$ cat src/rtl/pipeline_stall_ctrl_pkg.sv
// Shared definitions for the pipeline stall/flush controller.
//   state_e       : FSM encoding (RUN / MEM_WAIT)
//   *_DEF         : default widths and the memory-wait timeout threshold
package pipeline_stall_ctrl_pkg;

   localparam int CNT_W_DEF    = 32;
   localparam int MAX_WAIT_DEF = 16;
   localparam int TO_W_DEF     = 5;

   typedef enum logic {
      ST_RUN      = 1'b0,
      ST_MEM_WAIT = 1'b1
   } state_e;

endpackage

$ cat src/rtl/pipeline_stall_ctrl_if.sv
// Hazard-request / pipeline-control bundle.
//   master : hazard sources (ID/EX/MEM) drive requests, observe controls
//   slave  : stall controller consumes requests, drives enables, flushes
//            and the status counters
interface pipeline_stall_ctrl_if
   import pipeline_stall_ctrl_pkg::*;
   #(parameter int CNT_W = CNT_W_DEF);

   logic             hazard_in;
   logic             branch_taken;
   logic             mem_req;
   logic             mem_ready;
   logic             pc_write;
   logic             if_id_write;
   logic             if_id_flush;
   logic             id_ex_flush;
   logic             ex_mem_write;
   logic             mem_wb_bubble;
   logic             mem_timeout;
   logic [CNT_W-1:0] stall_cycles;
   logic [CNT_W-1:0] flush_count;

   modport master (
      output hazard_in, branch_taken, mem_req, mem_ready,
      input  pc_write, if_id_write, if_id_flush, id_ex_flush,
             ex_mem_write, mem_wb_bubble, mem_timeout,
             stall_cycles, flush_count
   );

   modport slave (
      input  hazard_in, branch_taken, mem_req, mem_ready,
      output pc_write, if_id_write, if_id_flush, id_ex_flush,
             ex_mem_write, mem_wb_bubble, mem_timeout,
             stall_cycles, flush_count
   );

endinterface

$ cat src/rtl/pipeline_stall_ctrl_sat_counter.sv
// Saturating event counter.
//   clk, rst : clock, synchronous active-high clear
//   inc      : count this cycle
//   count    : current value, holds at all-ones
module sat_counter #(
   parameter int W = 32
) (
   input  logic         clk,
   input  logic         rst,
   input  logic         inc,
   output logic [W-1:0] count
);

   always_ff @(posedge clk) begin
      if (rst)
         count <= '0;
      else if (inc && (count != '1))
         count <= count + W'(1);
   end

endmodule

$ cat src/rtl/pipeline_stall_ctrl.sv
// Pipeline stall/flush controller.
//   clk, rst : clock, synchronous active-high reset
//   bus      : slave side of pipeline_stall_ctrl_if -- hazard/branch/memory
//              requests in; per-stage enables/flushes, sticky memory
//              timeout and saturating stall/flush counters out
// Controls are combinational so a request acts in the cycle it is raised.
module pipeline_stall_ctrl
   import pipeline_stall_ctrl_pkg::*;
#(
   parameter int CNT_W    = CNT_W_DEF,
   parameter int MAX_WAIT = MAX_WAIT_DEF,
   parameter int TO_W     = TO_W_DEF
) (
   input logic                  clk,
   input logic                  rst,
   pipeline_stall_ctrl_if.slave bus
);

   state_e          state_q, state_d;
   logic            pend_q, pend_d;
   logic [TO_W-1:0] wait_q, wait_d;
   logic            to_q, to_d;
   logic [TO_W-1:0] wait_inc;

   logic pc_w, ifid_w, ifid_f, idex_f, exmem_w, memwb_b;

   assign wait_inc = wait_q + TO_W'(1);

   always_ff @(posedge clk) begin
      if (rst) begin
         state_q <= ST_RUN;
         pend_q  <= 1'b0;
         wait_q  <= '0;
         to_q    <= 1'b0;
      end else begin
         state_q <= state_d;
         pend_q  <= pend_d;
         wait_q  <= wait_d;
         to_q    <= to_d;
      end
   end

   always_comb begin
      state_d = state_q;
      pend_d  = pend_q;
      wait_d  = wait_q;
      to_d    = to_q;
      pc_w    = 1'b1;
      ifid_w  = 1'b1;
      ifid_f  = 1'b0;
      idex_f  = 1'b0;
      exmem_w = 1'b1;
      memwb_b = 1'b0;
      if (rst) begin
         pc_w    = 1'b0;
         ifid_w  = 1'b0;
         exmem_w = 1'b0;
         ifid_f  = 1'b1;
         idex_f  = 1'b1;
         memwb_b = 1'b1;
      end else begin
         case (state_q)
            ST_RUN: begin
               if (bus.mem_req && !bus.mem_ready) begin
                  pc_w    = 1'b0;
                  ifid_w  = 1'b0;
                  exmem_w = 1'b0;
                  memwb_b = 1'b1;
                  state_d = ST_MEM_WAIT;
                  wait_d  = '0;
                  // EX is frozen, so the redirect is replayed on release
                  if (bus.branch_taken) pend_d = 1'b1;
               end else if (bus.branch_taken) begin
                  // dependent instruction is squashed, so hazard_in is moot
                  ifid_f = 1'b1;
                  idex_f = 1'b1;
               end else if (bus.hazard_in) begin
                  pc_w   = 1'b0;
                  ifid_w = 1'b0;
                  idex_f = 1'b1;
               end
            end
            ST_MEM_WAIT: begin
               if (!bus.mem_ready) begin
                  pc_w    = 1'b0;
                  ifid_w  = 1'b0;
                  exmem_w = 1'b0;
                  memwb_b = 1'b1;
                  if (wait_q != '1) wait_d = wait_inc;
                  if ((wait_q != '1) && (wait_inc == TO_W'(MAX_WAIT)))
                     to_d = 1'b1;
               end else begin
                  ifid_f  = pend_q;
                  idex_f  = pend_q;
                  pend_d  = 1'b0;
                  wait_d  = '0;
                  state_d = ST_RUN;
               end
            end
            default: state_d = ST_RUN;
         endcase
      end
   end

   assign bus.pc_write      = pc_w;
   assign bus.if_id_write   = ifid_w;
   assign bus.if_id_flush   = ifid_f;
   assign bus.id_ex_flush   = idex_f;
   assign bus.ex_mem_write  = exmem_w;
   assign bus.mem_wb_bubble = memwb_b;
   assign bus.mem_timeout   = to_q;

   // reset cycles are excluded by the counter's own clear
   sat_counter #(.W(CNT_W)) u_stall_cnt (
      .clk   (clk),
      .rst   (rst),
      .inc   (!pc_w),
      .count (bus.stall_cycles)
   );

   sat_counter #(.W(CNT_W)) u_flush_cnt (
      .clk   (clk),
      .rst   (rst),
      .inc   (ifid_f),
      .count (bus.flush_count)
   );

endmodule
$ cat src/flat_wrapper.sv
// flat-port wrapper written by rule: the top's interface ports become plain ports
module pipeline_stall_ctrl_flat import pipeline_stall_ctrl_pkg::*;
#(
   parameter int CNT_W    = CNT_W_DEF,
   parameter int MAX_WAIT = MAX_WAIT_DEF,
   parameter int TO_W     = TO_W_DEF
)
  (clk, rst, bus_hazard_in, bus_branch_taken, bus_mem_req, bus_mem_ready, bus_pc_write, bus_if_id_write, bus_if_id_flush, bus_id_ex_flush, bus_ex_mem_write, bus_mem_wb_bubble, bus_mem_timeout, bus_stall_cycles, bus_flush_count);
  pipeline_stall_ctrl_if #(.CNT_W(CNT_W)) bus_i ();
  input logic clk;
  input logic rst;
  input wire logic [$bits(bus_i.hazard_in)-1:0] bus_hazard_in;
  input wire logic [$bits(bus_i.branch_taken)-1:0] bus_branch_taken;
  input wire logic [$bits(bus_i.mem_req)-1:0] bus_mem_req;
  input wire logic [$bits(bus_i.mem_ready)-1:0] bus_mem_ready;
  output wire logic [$bits(bus_i.pc_write)-1:0] bus_pc_write;
  output wire logic [$bits(bus_i.if_id_write)-1:0] bus_if_id_write;
  output wire logic [$bits(bus_i.if_id_flush)-1:0] bus_if_id_flush;
  output wire logic [$bits(bus_i.id_ex_flush)-1:0] bus_id_ex_flush;
  output wire logic [$bits(bus_i.ex_mem_write)-1:0] bus_ex_mem_write;
  output wire logic [$bits(bus_i.mem_wb_bubble)-1:0] bus_mem_wb_bubble;
  output wire logic [$bits(bus_i.mem_timeout)-1:0] bus_mem_timeout;
  output wire logic [$bits(bus_i.stall_cycles)-1:0] bus_stall_cycles;
  output wire logic [$bits(bus_i.flush_count)-1:0] bus_flush_count;
  assign bus_i.hazard_in = bus_hazard_in;
  assign bus_i.branch_taken = bus_branch_taken;
  assign bus_i.mem_req = bus_mem_req;
  assign bus_i.mem_ready = bus_mem_ready;
  assign bus_pc_write = bus_i.pc_write;
  assign bus_if_id_write = bus_i.if_id_write;
  assign bus_if_id_flush = bus_i.if_id_flush;
  assign bus_id_ex_flush = bus_i.id_ex_flush;
  assign bus_ex_mem_write = bus_i.ex_mem_write;
  assign bus_mem_wb_bubble = bus_i.mem_wb_bubble;
  assign bus_mem_timeout = bus_i.mem_timeout;
  assign bus_stall_cycles = bus_i.stall_cycles;
  assign bus_flush_count = bus_i.flush_count;
  pipeline_stall_ctrl #(.CNT_W(CNT_W), .MAX_WAIT(MAX_WAIT), .TO_W(TO_W)) u_core (.clk(clk), .rst(rst), .bus(bus_i));
endmodule
$ cat config.mk
export PLATFORM = sky130hd
export DESIGN_NAME = pipeline_stall_ctrl_flat
export DESIGN_NICKNAME = d
export VERILOG_FILES = /design/src/rtl/pipeline_stall_ctrl_pkg.sv /design/src/rtl/pipeline_stall_ctrl_if.sv /design/src/rtl/pipeline_stall_ctrl_sat_counter.sv /design/src/rtl/pipeline_stall_ctrl.sv /design/src/flat_wrapper.sv
export SDC_FILE = /design/constraint.sdc
export NUM_CORES = 1
export LEC_CHECK = 0
export BUFFER_PORTS_ARGS = -buffer_cell sky130_fd_sc_hd__buf_4
export CORE_MARGIN = 2
export CORE_UTILIZATION = 45
export DETAILED_ROUTE_END_ITERATION = 7
export GPL_TIMING_DRIVEN = 1
export PLACE_DENSITY = 0.68
export SYNTH_ARGS = -nofsm -noshare
export SYNTH_HDL_FRONTEND = slang
export SYNTH_SLANG_ARGS = --single-unit
$ cat constraint.sdc
create_clock -name clk -period 3.4 [get_ports clk]
set_input_delay 0.68 -clock clk [delete_from_list [all_inputs] [get_ports clk]]
set_output_delay 0.68 -clock clk [all_outputs]
set_load 0.03 [all_outputs]
==> metrics.txt <==
status complete, no violations; Distinct cells, synth 40; H-tree depth 3; Die Ht 93.5 µm; FMAX 370 MHz; # IOs 77; post_cts resized 0; HPWL Detailed 5920 µm; CTS Hold Buffers Added 0; Final Cycle Share 79.5%; Sink Count 72; Post-synth EDFFs 0; Core Box Area 7730 µm²; DR vias/cell 5.79; VDD IR max 0.000212 V; die area 8740 µm²; CP Max Fanout 10; CTS tree done; worst path required time 2720 ps; RSZ-0062 raised after global routing false; highest-delay cell along the critical path dfxtp_1; initial antenna violation count 0; CP arrival 2020 ps; critical path startpoint category flip-flop; Avg Inst Size Synth 8.19 µm²; drt drc 0; clk_lat worst skew 330 ps; Setup WS post-layout 696 ps; register area share after synthesis 40.0%; Clock Pin Slew Worst Setup and Hold Paths 80 ps; Port Buffer Count 76; Slew @ Worst Pin 844 ps; GRT Total Usage 19.7%; DR iter-0 viols 116; placed insts 595; delay-heaviest family, CP flip-flops; Fin Setup TNS 0 ps; main flop type after synthesis dfxtp_1; clk_skew 9.97 ps; global-route wire length before repair 14,000 µm; final net count 515; Largest stage delay, worst path 500 ps; layout cell share with drive strength beyond 1 20.0%; Bufs on Longest Clock Path 2; via count 3,540; drt first pass iters 4; worst hold slack 496 ps; count of final setup violators 0; Mapped Area 3600 µm²; Max Slew Vio Count 0; drt wl/cell 13.7 µm; post-detailed-routing wire length 8340 µm; largest net degree at the start of global routing 46; Antenna Nets Post-Route 0; CP Class reg2out; Post-CTS Setup Inserts 0; Syn Nets 451; Tmin final 2700 ps; Die X 93.5 µm; Crit. End Element primary output; Num CTS Buffers 9; routability cong. 0.755; Power per Cell Area 371 nW/µm²; Worst Setup Slack post-DPL 761 ps; Remaining Overflow, GRT 0; CP cell instances mux2_2, a221oi_1, nand2_1, buf_4; Syn-to-layout area delta 21.9%; relative slew slack 43.2%; Hold WC Path Type reg2reg; Initial Utilization 46.6%; #FFs+latches synth 72; Ys Warns 0; Pleak 0.00155 µW; asr flop ratio synth 0%; Std-Cell Rows 32; vias in the first global route 3,032; Antenna Cells 0; fin cells 611; root buf cell clkbuf_8; Buf/Inv on CP 1; Max Cap Viol 0; cell count after synthesis 440; Fin. Hold Viols 0
## synth_stat cells (14+ instances only)
master    number  share of area (%)
or3_1         34                5.9
nand4_1       14                2.4
o21ai_0       35                4.9
nor2_1        26                2.7
o31ai_1       19                4.0
a21oi_1       54                7.5
or4_1         20                4.2
dfxtp_1       72                 40
nand3_1       30                4.2
clkbuf_1      14                1.5
nand2_1       22                2.3
## final cells by class
cell class | instances | area [µm²]
Clock buffer | 12 | 165
Tap cell | 102 | 128
Multi-Input combinational cell | 332 | 2000
Inverter | 11 | 41.3
Timing Repair Buffer | 78 | 586
Clock inverter | 4 | 27.5
Fill cell | 731 | 3340
Sequential cell | 72 | 1440
## cell usage in the layout, fill, tap and decap left out, drive strengths merged, types with 2 or more instances in the layout
cell type	Yosys	final
nor2	26	26
clkinvlp	0	3
or4	20	20
o21ai	35	35
a21oi	54	54
o21ba	2	2
mux2	4	4
xor2	3	3
and4	6	6
nor4	7	7
or3	34	34
nand3	30	30
nand4	15	15
dfxtp	72	72
clkbuf	14	12
nor2b	5	5
nor3	5	5
xnor2	5	5
buf	11	78
o31ai	19	19
a22oi	4	4
nor3b	2	2
and2	2	2
a311o	2	2
a211o	2	2
ha	5	5
mux2i	3	3
and3	11	11
inv	11	11
nand3b	3	3
nand2	22	22
## metal layers
layer  up-vias  track usage [%]  share of wire, %
li1       1803                -                 -
met3         7             3.30               5.4
met2        93             33.5                47
met4         0             6.62              0.97
met1      1637             25.2                46
met5         -                0                 0
## power breakdown
part	internal [µW]	switching, µW	total (µW)
Clock	324	315	638
Combinational	41.8	82.1	124
Sequential	853	15.2	868
Total	1220	412	1630
## cells by family after synthesis
logic type | count (synthesis) | share of synthesized area [%]
and+or+nand+nor | 189 | 29.8
AOI/OAI and AO/OA | 123 | 20.0
DFF | 72 | 40.0
buffers and inverters | 36 | 4.41
xor gates and xnor gates | 8 | 1.95
muxes | 7 | 2.08
adders and majority gates | 5 | 1.74
## path summary, 6_finish.rpt
kind	cells past startpoint	end	slack, ps	start
worst max-delay path	4	bus_id_ex_flush	700	u_core.state_q
worst min-delay path	1	u_core.bus.mem_timeout	500	u_core.bus.mem_timeout
worst max register to register	6	u_core.u_flush_cnt.count[26]	900	u_core.u_flush_cnt.count[0]
worst min register to register	1	u_core.bus.mem_timeout	500	u_core.bus.mem_timeout
## metrics by stage
step | util [%] | cell area (µm²) | total power (µW)
2_1_floorplan | - | 3600 | 973
3_3_place_gp | 54.3 | 4200 | 1010
3_5_place_dp | 54.3 | 4200 | 1010
4_1_cts | 56.8 | 4390 | 1660
5_1_grt | 56.8 | 4390 | 1700
6_report | 56.8 | 4390 | 1630
## state kept, by name, indices dropped and copies added (netlist names)
| name | flops |
|---|---|
| u_core.state_q | 1 |
| u_core.wait_q | 5 |
| u_core.pend_q | 1 |
| u_core.u_flush_cnt.count | 32 |
| u_core.u_stall_cnt.count | 32 |
| u_core.bus.mem_timeout | 1 |
No activity file was read; power rests on OpenSTA's default activity.
